<file path="src/rtl/light_disp_pkg.sv">
// Shared encodings for the traffic light display driver: light phases,
// seven-segment patterns {g,f,e,d,c,b,a} and the default scan divider.
package light_disp_pkg;

  typedef enum logic [1:0] {
    RED     = 2'b00,
    GREEN   = 2'b01,
    YELLOW  = 2'b10,
    INVALID = 2'b11
  } light_state_t;

  localparam int SCAN_DIV_DEFAULT = 50000;

  localparam logic [6:0] SEG_0     = 7'b0111111;
  localparam logic [6:0] SEG_1     = 7'b0000110;
  localparam logic [6:0] SEG_2     = 7'b1011011;
  localparam logic [6:0] SEG_3     = 7'b1001111;
  localparam logic [6:0] SEG_4     = 7'b1100110;
  localparam logic [6:0] SEG_5     = 7'b1101101;
  localparam logic [6:0] SEG_6     = 7'b1111101;
  localparam logic [6:0] SEG_7     = 7'b0000111;
  localparam logic [6:0] SEG_8     = 7'b1111111;
  localparam logic [6:0] SEG_9     = 7'b1101111;
  localparam logic [6:0] SEG_DASH  = 7'b1000000;
  localparam logic [6:0] SEG_BLANK = 7'b0000000;

endpackage

</file>
<file path="src/rtl/light_display_driver_seg7_encoder.sv">
// Combinational BCD digit to seven-segment pattern decode.
// Codes above 9 never occur in this design and decode to blank.
module seg7_encoder
  import light_disp_pkg::*;
(
  input  logic [3:0] digit,
  output logic [6:0] seg
);

  always_comb begin
    seg = SEG_BLANK;
    case (digit)
      4'd0: seg = SEG_0;
      4'd1: seg = SEG_1;
      4'd2: seg = SEG_2;
      4'd3: seg = SEG_3;
      4'd4: seg = SEG_4;
      4'd5: seg = SEG_5;
      4'd6: seg = SEG_6;
      4'd7: seg = SEG_7;
      4'd8: seg = SEG_8;
      4'd9: seg = SEG_9;
      default: seg = SEG_BLANK;
    endcase
  end

endmodule

</file>
<file path="src/rtl/light_display_driver.sv">
// Lamp and two-digit multiplexed countdown driver for the traffic controller.
// Define DISP_LEADING_ZERO_BLANK_EN to blank the tens digit for values below 10.
module light_display_driver
  import light_disp_pkg::*;
#(
  parameter int SCAN_DIV = SCAN_DIV_DEFAULT
) (
  input  logic       clk,
  input  logic       rst_n,
  input  logic [1:0] state,
  input  logic       blink,
  input  logic [7:0] countdown,
  output logic       led_red,
  output logic       led_green,
  output logic       led_yellow,
  output logic [6:0] seg,
  output logic [1:0] an,
  output logic       fault
);

  localparam logic [15:0] SCAN_LAST = 16'(SCAN_DIV - 1);

  light_state_t cap_state;
  logic         cap_blink;
  logic [7:0]   cap_count;
  logic         inv_d;
  logic [15:0]  scan_cnt;
  logic         sel_tens;

  logic [6:0]   val;
  logic [3:0]   tens;
  logic [3:0]   ones;
  logic [3:0]   digit;
  logic [6:0]   enc_seg;
  logic [6:0]   seg_next;

  always_ff @(posedge clk or negedge rst_n) begin
    if (!rst_n) begin
      cap_state <= RED;
      cap_blink <= 1'b0;
      cap_count <= 8'd0;
      inv_d     <= 1'b0;
    end else begin
      cap_state <= light_state_t'(state);
      cap_blink <= blink;
      cap_count <= countdown;
      inv_d     <= (cap_state == INVALID);
    end
  end

  // Free-running scan; digit select flips on each wrap.
  always_ff @(posedge clk or negedge rst_n) begin
    if (!rst_n) begin
      scan_cnt <= 16'd0;
      sel_tens <= 1'b1;
    end else if (scan_cnt == SCAN_LAST) begin
      scan_cnt <= 16'd0;
      sel_tens <= ~sel_tens;
    end else begin
      scan_cnt <= scan_cnt + 16'd1;
    end
  end

  always_comb begin
    val   = (cap_count > 8'd99) ? 7'd99 : cap_count[6:0];
    tens  = 4'(val / 7'd10);
    ones  = 4'(val % 7'd10);
    digit = sel_tens ? tens : ones;
  end

  seg7_encoder u_seg7_encoder (
    .digit (digit),
    .seg   (enc_seg)
  );

  always_comb begin
    seg_next = enc_seg;
    if (cap_state == INVALID) begin
      seg_next = SEG_DASH;
    end
`ifdef DISP_LEADING_ZERO_BLANK_EN
    else if (sel_tens && (tens == 4'd0)) begin
      seg_next = SEG_BLANK;
    end
`else
    else begin
      seg_next = enc_seg;
    end
`endif
  end

  // an and seg come from the same sel_tens/capture sample, so a frame never mixes digits.
  always_ff @(posedge clk or negedge rst_n) begin
    if (!rst_n) begin
      led_red    <= 1'b0;
      led_green  <= 1'b0;
      led_yellow <= 1'b0;
      seg        <= SEG_BLANK;
      an         <= 2'b00;
      fault      <= 1'b0;
    end else begin
      led_red    <= (cap_state == RED);
      led_green  <= (cap_state == GREEN) && !cap_blink;
      led_yellow <= (cap_state == YELLOW);
      seg        <= seg_next;
      an         <= sel_tens ? 2'b10 : 2'b01;
      fault      <= fault || ((cap_state == INVALID) && inv_d);
    end
  end

endmodule

</file>
<file path="config.mk">
export PLATFORM = sky130hd
export DESIGN_NAME = light_display_driver
export DESIGN_NICKNAME = d
export VERILOG_FILES = /design/src/rtl/light_disp_pkg.sv /design/src/rtl/light_display_driver_seg7_encoder.sv /design/src/rtl/light_display_driver.sv
export SDC_FILE = /design/constraint.sdc
export NUM_CORES = 1
export LEC_CHECK = 0
export ABC_AREA = 1
export CORE_MARGIN = 2
export CORE_UTILIZATION = 60
export DETAILED_ROUTE_END_ITERATION = 12
export PLACE_DENSITY_LB_ADDON = 0.2
export SYNTH_ARGS = -nofsm -noshare
export SYNTH_HDL_FRONTEND = slang
export SYNTH_SLANG_ARGS = --single-unit
export TNS_END_PERCENT = 10
</file>
<file path="constraint.sdc">
create_clock -name clk -period 8.9 [get_ports clk]
set_input_delay 1.78 -clock clk [delete_from_list [all_inputs] [get_ports clk]]
set_output_delay 1.78 -clock clk [all_outputs]
set_load 0.05 [all_outputs]
</file>
**Yosys cells after proc, flatten, opt, wreduce, memory -nomap -nowiden**

Memory sizes are Yosys's and may differ from the RTL's.
Index checks and enable logic that the tools add are counted.

- Flip-flop bits (word level): 42
- Output and inout bits: 13
- Bits in read-only memories: 112
- Logic and storage cells: 32
- Memories: 1
- Input port bits: 13

Memory list:

| memory | words | bits a word | read ports | clocked after Yosys merged registers in | wr ports | line | source |
|---|---|---|---|---|---|---|---|
| (no name shown) | 16 | 7 | 1 | 0 | 0 | light_display_driver_seg7_encoder.sv:12 | `case (digit)` |

- $lt $le $gt $ge: 1
- Eq/ne operators: 4
- Muxes and demuxes: 5
- Reduce and logical (&&, ||, !) cells: 5
- Divide/modulo/power cells: 2
- Add/subtract/negate cells: 1
- Bitwise operators: 1

Operators by type and width:

| kind | count |
|---|---|
| 16-bit by 1-bit adder with 16-bit output (second input constant) | 1 |
| 16-bit == test (second input constant) | 1 |
| 16-bit two-way mux | 1 |
| 7-bit two-way mux | 2 |
| 8-bit by 7-bit > comparator with 1-bit output (second input constant) | 1 |
| 7-bit by 4-bit divider with 7-bit output (second input constant) | 1 |
| 7-bit by 4-bit remainder unit with 7-bit output (second input constant) | 1 |
| 2-bit == test (second input constant) | 2 |
| 4-bit two-way mux | 1 |
| 2-bit by 1-bit == test with 1-bit output (second input constant) | 1 |
| 1-bit logical AND | 2 |
| 2-bit zero test | 1 |
| 2-bit two-way mux | 1 |
| 1-bit zero test | 1 |
| 1-bit logical OR | 1 |
| 1-bit inverter | 1 |

**Depth between registers and ports, before layout**

An unclocked memory read counts as a cell.

- Word-level depth: 6
- Depth in mapped cells: 37
- Depth with buffers taken out: 37

**By module**

Synthesis repeated with hierarchy kept, for this count alone.

- Cells, all modules: 285
- Area, all modules: 2264.7 sq um

Modules (own cells, without submodules):

| module | area an instance (sq um) | cells an instance | sequential area each (sq um) | times used |
|---|---|---|---|---|
| light_display_driver | 2054.5 | 246 | 1052.3 | 1 |
| seg7_encoder | 210.2 | 39 | 0.0 | 1 |

**Worst setup path after synthesis**

OpenSTA, ideal clock, no wires.

- Path kind: register to register
- Start: register cap_count[2]
- End: register seg[3]
- Data arrival time: 3.691 ns
- Path slack: 5.140 ns
- Data required time: 8.831 ns
- Buffers on the path: 0
- Stages on the path, launching flop included: 36
- Clock period less this slack: 3.760 ns
- Library setup time: 0.069 ns
- Path through: dfrtp_1 nor2_2 nand2_2 nand2_4 nand2_4 nor2_1 ha_1 inv_1 nand4_1 nand2_1 nand2_1 nand2_2 ha_1 inv_1 nand3_2 nand2_4 nand2_4 nand2_2 nand3_2 nand2_2 nand3_4 nand2_1 nand2_1 inv_1 ha_1 nand2_1 nand2_4 nand2_4 nand2_1 nand3_1 nand2_4 inv_1 ha_1 nor2_2 nor2_1 nor2_2

- Word-level cells in the longest chain between the ends: 6
- Elaborated cells between the ends (all ways): 7
- Classes of those cells: 2 x div; 1 x order compare; 3 x mux; 1 x memory

Ends and longest elaborated chain:

| element | line | source |
|---|---|---|
| from (decl) | light_display_driver.sv:25 | `logic [7:0] cap_count;` |
| from (signal assigned) | light_display_driver.sv:46 | `cap_count <= countdown;` |
| 8-bit by 7-bit > comparator with 1-bit output | light_display_driver.sv:65 | `val = (cap_count > 8'd99) ? 7'd99 : cap_count[6:0];` |
| 7-bit two-way mux (*) | light_display_driver.sv:65 |  |
| 7-bit by 4-bit remainder unit with 7-bit output or 7-bit by 4-bit divider with 7-bit output (tied branches) | light_display_driver.sv:67, light_display_driver.sv:66 |  |
| 4-bit two-way mux (*) | light_display_driver.sv:68 | `digit = sel_tens ? tens : ones;` |
| memory 16 x 7 bit (*) | - |  |
| 7-bit two-way mux (*) | light_display_driver.sv:78 | `if (cap_state == INVALID) begin` |
| via seg_next[3] | light_display_driver.sv:35 | `logic [6:0] seg_next;` |
| to (signal assigned) | light_display_driver.sv:105 | `seg <= seg_next;` |
| to (decl) | light_display_driver.sv:16 | `output logic [6:0] seg,` |

The timed path passes the listed nets; every way through them passes the cells marked *.
A chain may end at the register's enable or synchronous reset.

**Worst setup path after layout**

Ends and elaborated chain as after synthesis.

==> PnR_summary.wiki <==
{| class="wikitable"
! Metric !! Value
|-
| Library cell appearing most often on the critical path || sky130_fd_sc_hd__nand2_4
|-
| Post-synthesis cell area || about 2300 µm²
|-
| Placeable core region || 3690 µm²
|-
| Post-synthesis sequential element count || 42
|-
| Switching portion of total power || between 30% and 40%
|-
| Unrepaired setup endpoints after global routing || false
|-
| CTS root buffer || sky130_fd_sc_hd__clkbuf_8
|-
| Area enclosed by the die boundary || approximately 4400 µm²
|-
| Initial DRT Pass Iterations || 4
|-
| Die Wd || roughly 66 µm
|-
| Max-slew headroom || between 40 and 50%
|-
| Total Nets Final || about 330
|-
| Gr ovfl total || 0
|-
| GPL Wtd Cong || roughly 0.91
|-
| Critical path class || flop to flop
|-
| Hold bufs inserted after CTS || 0
|-
| Fraction of layout instances using a drive strength above 1 || ~17%
|-
| Commonest non-fill, non-tap cells in the layout || sky130_fd_sc_hd__nand2_1, sky130_fd_sc_hd__inv_1, sky130_fd_sc_hd__dfrtp_1, sky130_fd_sc_hd__nor2_1
|-
| Critical Path Source Type || flop
|-
| Filler-free cell count of the finished design || between 300 and 400
|-
| Largest fanout of any net on the critical path || 5
|-
| Final total negative setup slack || 0 ns
|-
| Depth of the worst register-to-register path || 35
|-
| Setup slack after placement || around 4.8 ns
|-
| Worst reg2reg path startpoint || cap_count[2]$_DFF_PN0_
|-
| Final Slew Violations || 0
|-
| Minimum clock period after layout || between 4 and 5 ns
|-
| Mean routed wirelength per cell || 12.1 µm
|-
| Actual slew at the worst max-slew pin || 0.890 ns
|-
| Worst slack on hold paths || between 0.4 and 0.5 ns
|-
| Post-CTS setup buffer count || 0
|-
| Area overhead of the layout relative to synthesis || 18.1%
|-
| Register area share after synthesis || around 45%
|-
| Outcome || finished clean
|-
| CTS sink count || 42
|-
| WP data arrival || ~4.4 ns
|-
| Worst reg-to-reg setup slack || around 4.7 ns
|-
| Setup Skew || 0.00536 ns
|-
| 1st-iter DRT viols || 85
|-
| Multi-input gate area in the final layout || around 1100 µm²
|-
| Share of power burned in registers || roughly a third
|-
| IO buf count || 25
|-
| Clock transition at the registers of the reported paths || around 0.080 ns
|-
| Maximum number of pins on one net before global-route repair || 43
|-
| Fillers || 294
|-
| Switching power of the nets || 238 µW
|-
| Antenna violations before repair || 0
|-
| Worst Hold Launch || cap_blink$_DFF_PN0_
|-
| Number of failing setup endpoints in the final timing report || 0
|-
| Vias in the first global route || approximately 1.8k
|-
| Pleak || approximately 0.0014 µW
|-
| Sum of routed wire length over all layers || 4270 µm
|-
| Total global-route track usage || 22.8%
|-
| Final antenna-violating net count || 0
|-
| Cell Rows || 22
|-
| Cell area power density || approximately 220 nW/µm²
|-
| Clock network power share || about a quarter
|-
| Fraction of synthesized cell area taken by the top area cell type || between 40% and 50%
|-
| Height of the die || approximately 66 µm
|-
| Internal power || about 380 µW
|-
| Synth area leaders || sky130_fd_sc_hd__dfrtp_1, sky130_fd_sc_hd__nand2_1, sky130_fd_sc_hd__inv_1
|-
| Worst ir drop on vdd || approximately 0.16 mV
|-
| Avg Cell Area, Syn || 8.51 µm²
|-
| Starting Density || a little over three fifths
|-
| Worst-path cell with the longest stage delay || sky130_fd_sc_hd__dfrtp_1
|-
| Crit path largest cell delay || roughly 0.41 ns
|-
| CTS H-tree lvls || 2
|-
| Total via count in the routed design || about 1.8k
|-
| Wire length of the first global-routing pass || 7500 µm
|-
| Most common cell after layout, fill and taps aside || sky130_fd_sc_hd__nand2_1
|-
| Yosys warning total || 0
|-
| I/O pins || 26
|-
| Worst r2r dst || seg[3]$_DFF_PN0_
|-
| Combinational fraction of design power || approximately two fifths
|-
| Syn Inst Count || between 200 and 300
|-
| Number of gates given a new drive strength after cts || 0
|-
| Data required, critical path || a little over 9 ns
|-
| Post-synth net total || slightly below 300
|-
| Post-placement cell count || about 350
|-
| Diode count || 0
|-
| Fin. Hold Viols || 0
|-
| Max Clock Freq || 0.240 GHz
|-
| Hold EP || led_green$_DFF_PN0_
|-
| Nature of the critical path endpoint || flop
|-
| Hold Path Stages || 1
|-
| DRC Markers || 0
|-
| Worst-case clock buffer depth || 2
|-
| Number of library cell types mapped by synthesis || 33
|-
| Post-DP HPWL || 3210 µm
|-
| Max-cap violations || 0
|-
| Kind of path behind the tightest hold check || flop to flop
|-
| Overall power after layout || around 600 µW
|-
| Combined flip-flop and latch cell area || 1050 µm²
|-
| Total clock buffers created by CTS || 5
|-
| Part of the cycle the worst path needs || 46.8%
|-
| Routed vias/inst || between 5 and 6
|-
| Top cell type by total area after synthesis || sky130_fd_sc_hd__dfrtp_1
|-
| Min setup slack post-route || between 4 and 5 ns
|-
| TritonCTS clock tree || done
|-
| Worst skew pair latency || 0.29 ns
|}
routing by layer:
metal	global-route usage, %	part of all wire (%)	vias up
met2	39.4	53	22
li1	-	-	917
met3	5.11	2.3	13
met1	27.0	42	824
met5	0	0	-
met4	10.2	2.6	0
worst max-delay path by stage:
| stage | start | to | slack, ns |
|---|---|---|---|
| global placement | cap_count[2]$_DFF_PN0_ | seg[3]$_DFF_PN0_ | 4.95 |
| global route | cap_count[2]$_DFF_PN0_ | seg[3]$_DFF_PN0_ | 4.27 |
| floorplan | cap_count[2]$_DFF_PN0_ | seg[3]$_DFF_PN0_ | 5.14 |
| CTS | cap_count[2]$_DFF_PN0_ | seg[3]$_DFF_PN0_ | 4.73 |
| finish | cap_count[2]$_DFF_PN0_ | seg[3]$_DFF_PN0_ | 4.73 |
| detailed placement | cap_count[2]$_DFF_PN0_ | seg[3]$_DFF_PN0_ | 4.80 |
registers in the layout, indices dropped and copies added (netlist names):
register / flops
sel_tens: 1
scan_cnt: 16
cap_count: 8
led_green: 1
an: 2
fault: 1
led_yellow: 1
cap_state: 2
cap_blink: 1
inv_d: 1
seg: 7
led_red: 1
area by class of cell:
type	instances	share of cell area [%]
clock buffers	5	2.52
well taps	48	2.20
multi-input cells	180	39.3
flip-flops and latches	42	38.5
clock inverters	3	1.65
repair buffers	25	8.97
inverters	50	6.91
cells by family (layout without fill, tap and decap cells):
logic type      Yosys count  in the layout  synth area share, %
compound gates           21             21                 6.11
fa+ha+maj                 8              8                 4.32
xor+xnor                  5              5                 1.89
buf+inv                  50             83                 8.16
simple gates            146            146                 34.1
flops                    42             42                 45.5
worst max-delay path, delay by kind of cell (launching register included):
kind	cells	cell delay (ns)
flops	1	0.41
buf+inv	4	0.25
simple gates	27	2.58
fa+ha+maj	4	0.85
synthesized netlist by cell type, drive strengths merged:
master and n:
nand2 63, inv 48, dfrtp 41, nor2 39, nand3 28, o21ai 11, ha 8, nand4 7
a21oi 6, xor2 5, nor3 4, clkinv 2, nand3b 2, o21a 2, a21boi 1, a21o 1
and2 1, dfstp 1, nor3b 1, or2 1
power groups by stage:
stage | logic (µW) | registers (µW) | clock network, µW
detailed placement | 251 | 220 | 0
floorplan | 131 | 276 | 0
finish | 252 | 216 | 147
global route | 275 | 217 | 159
CTS | 253 | 216 | 152
global placement | 246 | 218 | 0
through the flow:
step,util [%],cell area (µm²)
final,74.1,2730
after global routing,74.1,2730
after CTS,74.1,2730
after detailed placement,71.0,2620
after global placement,71.0,2620
after floorplan,-,2310
No activity file was read; power rests on OpenSTA's default activity.
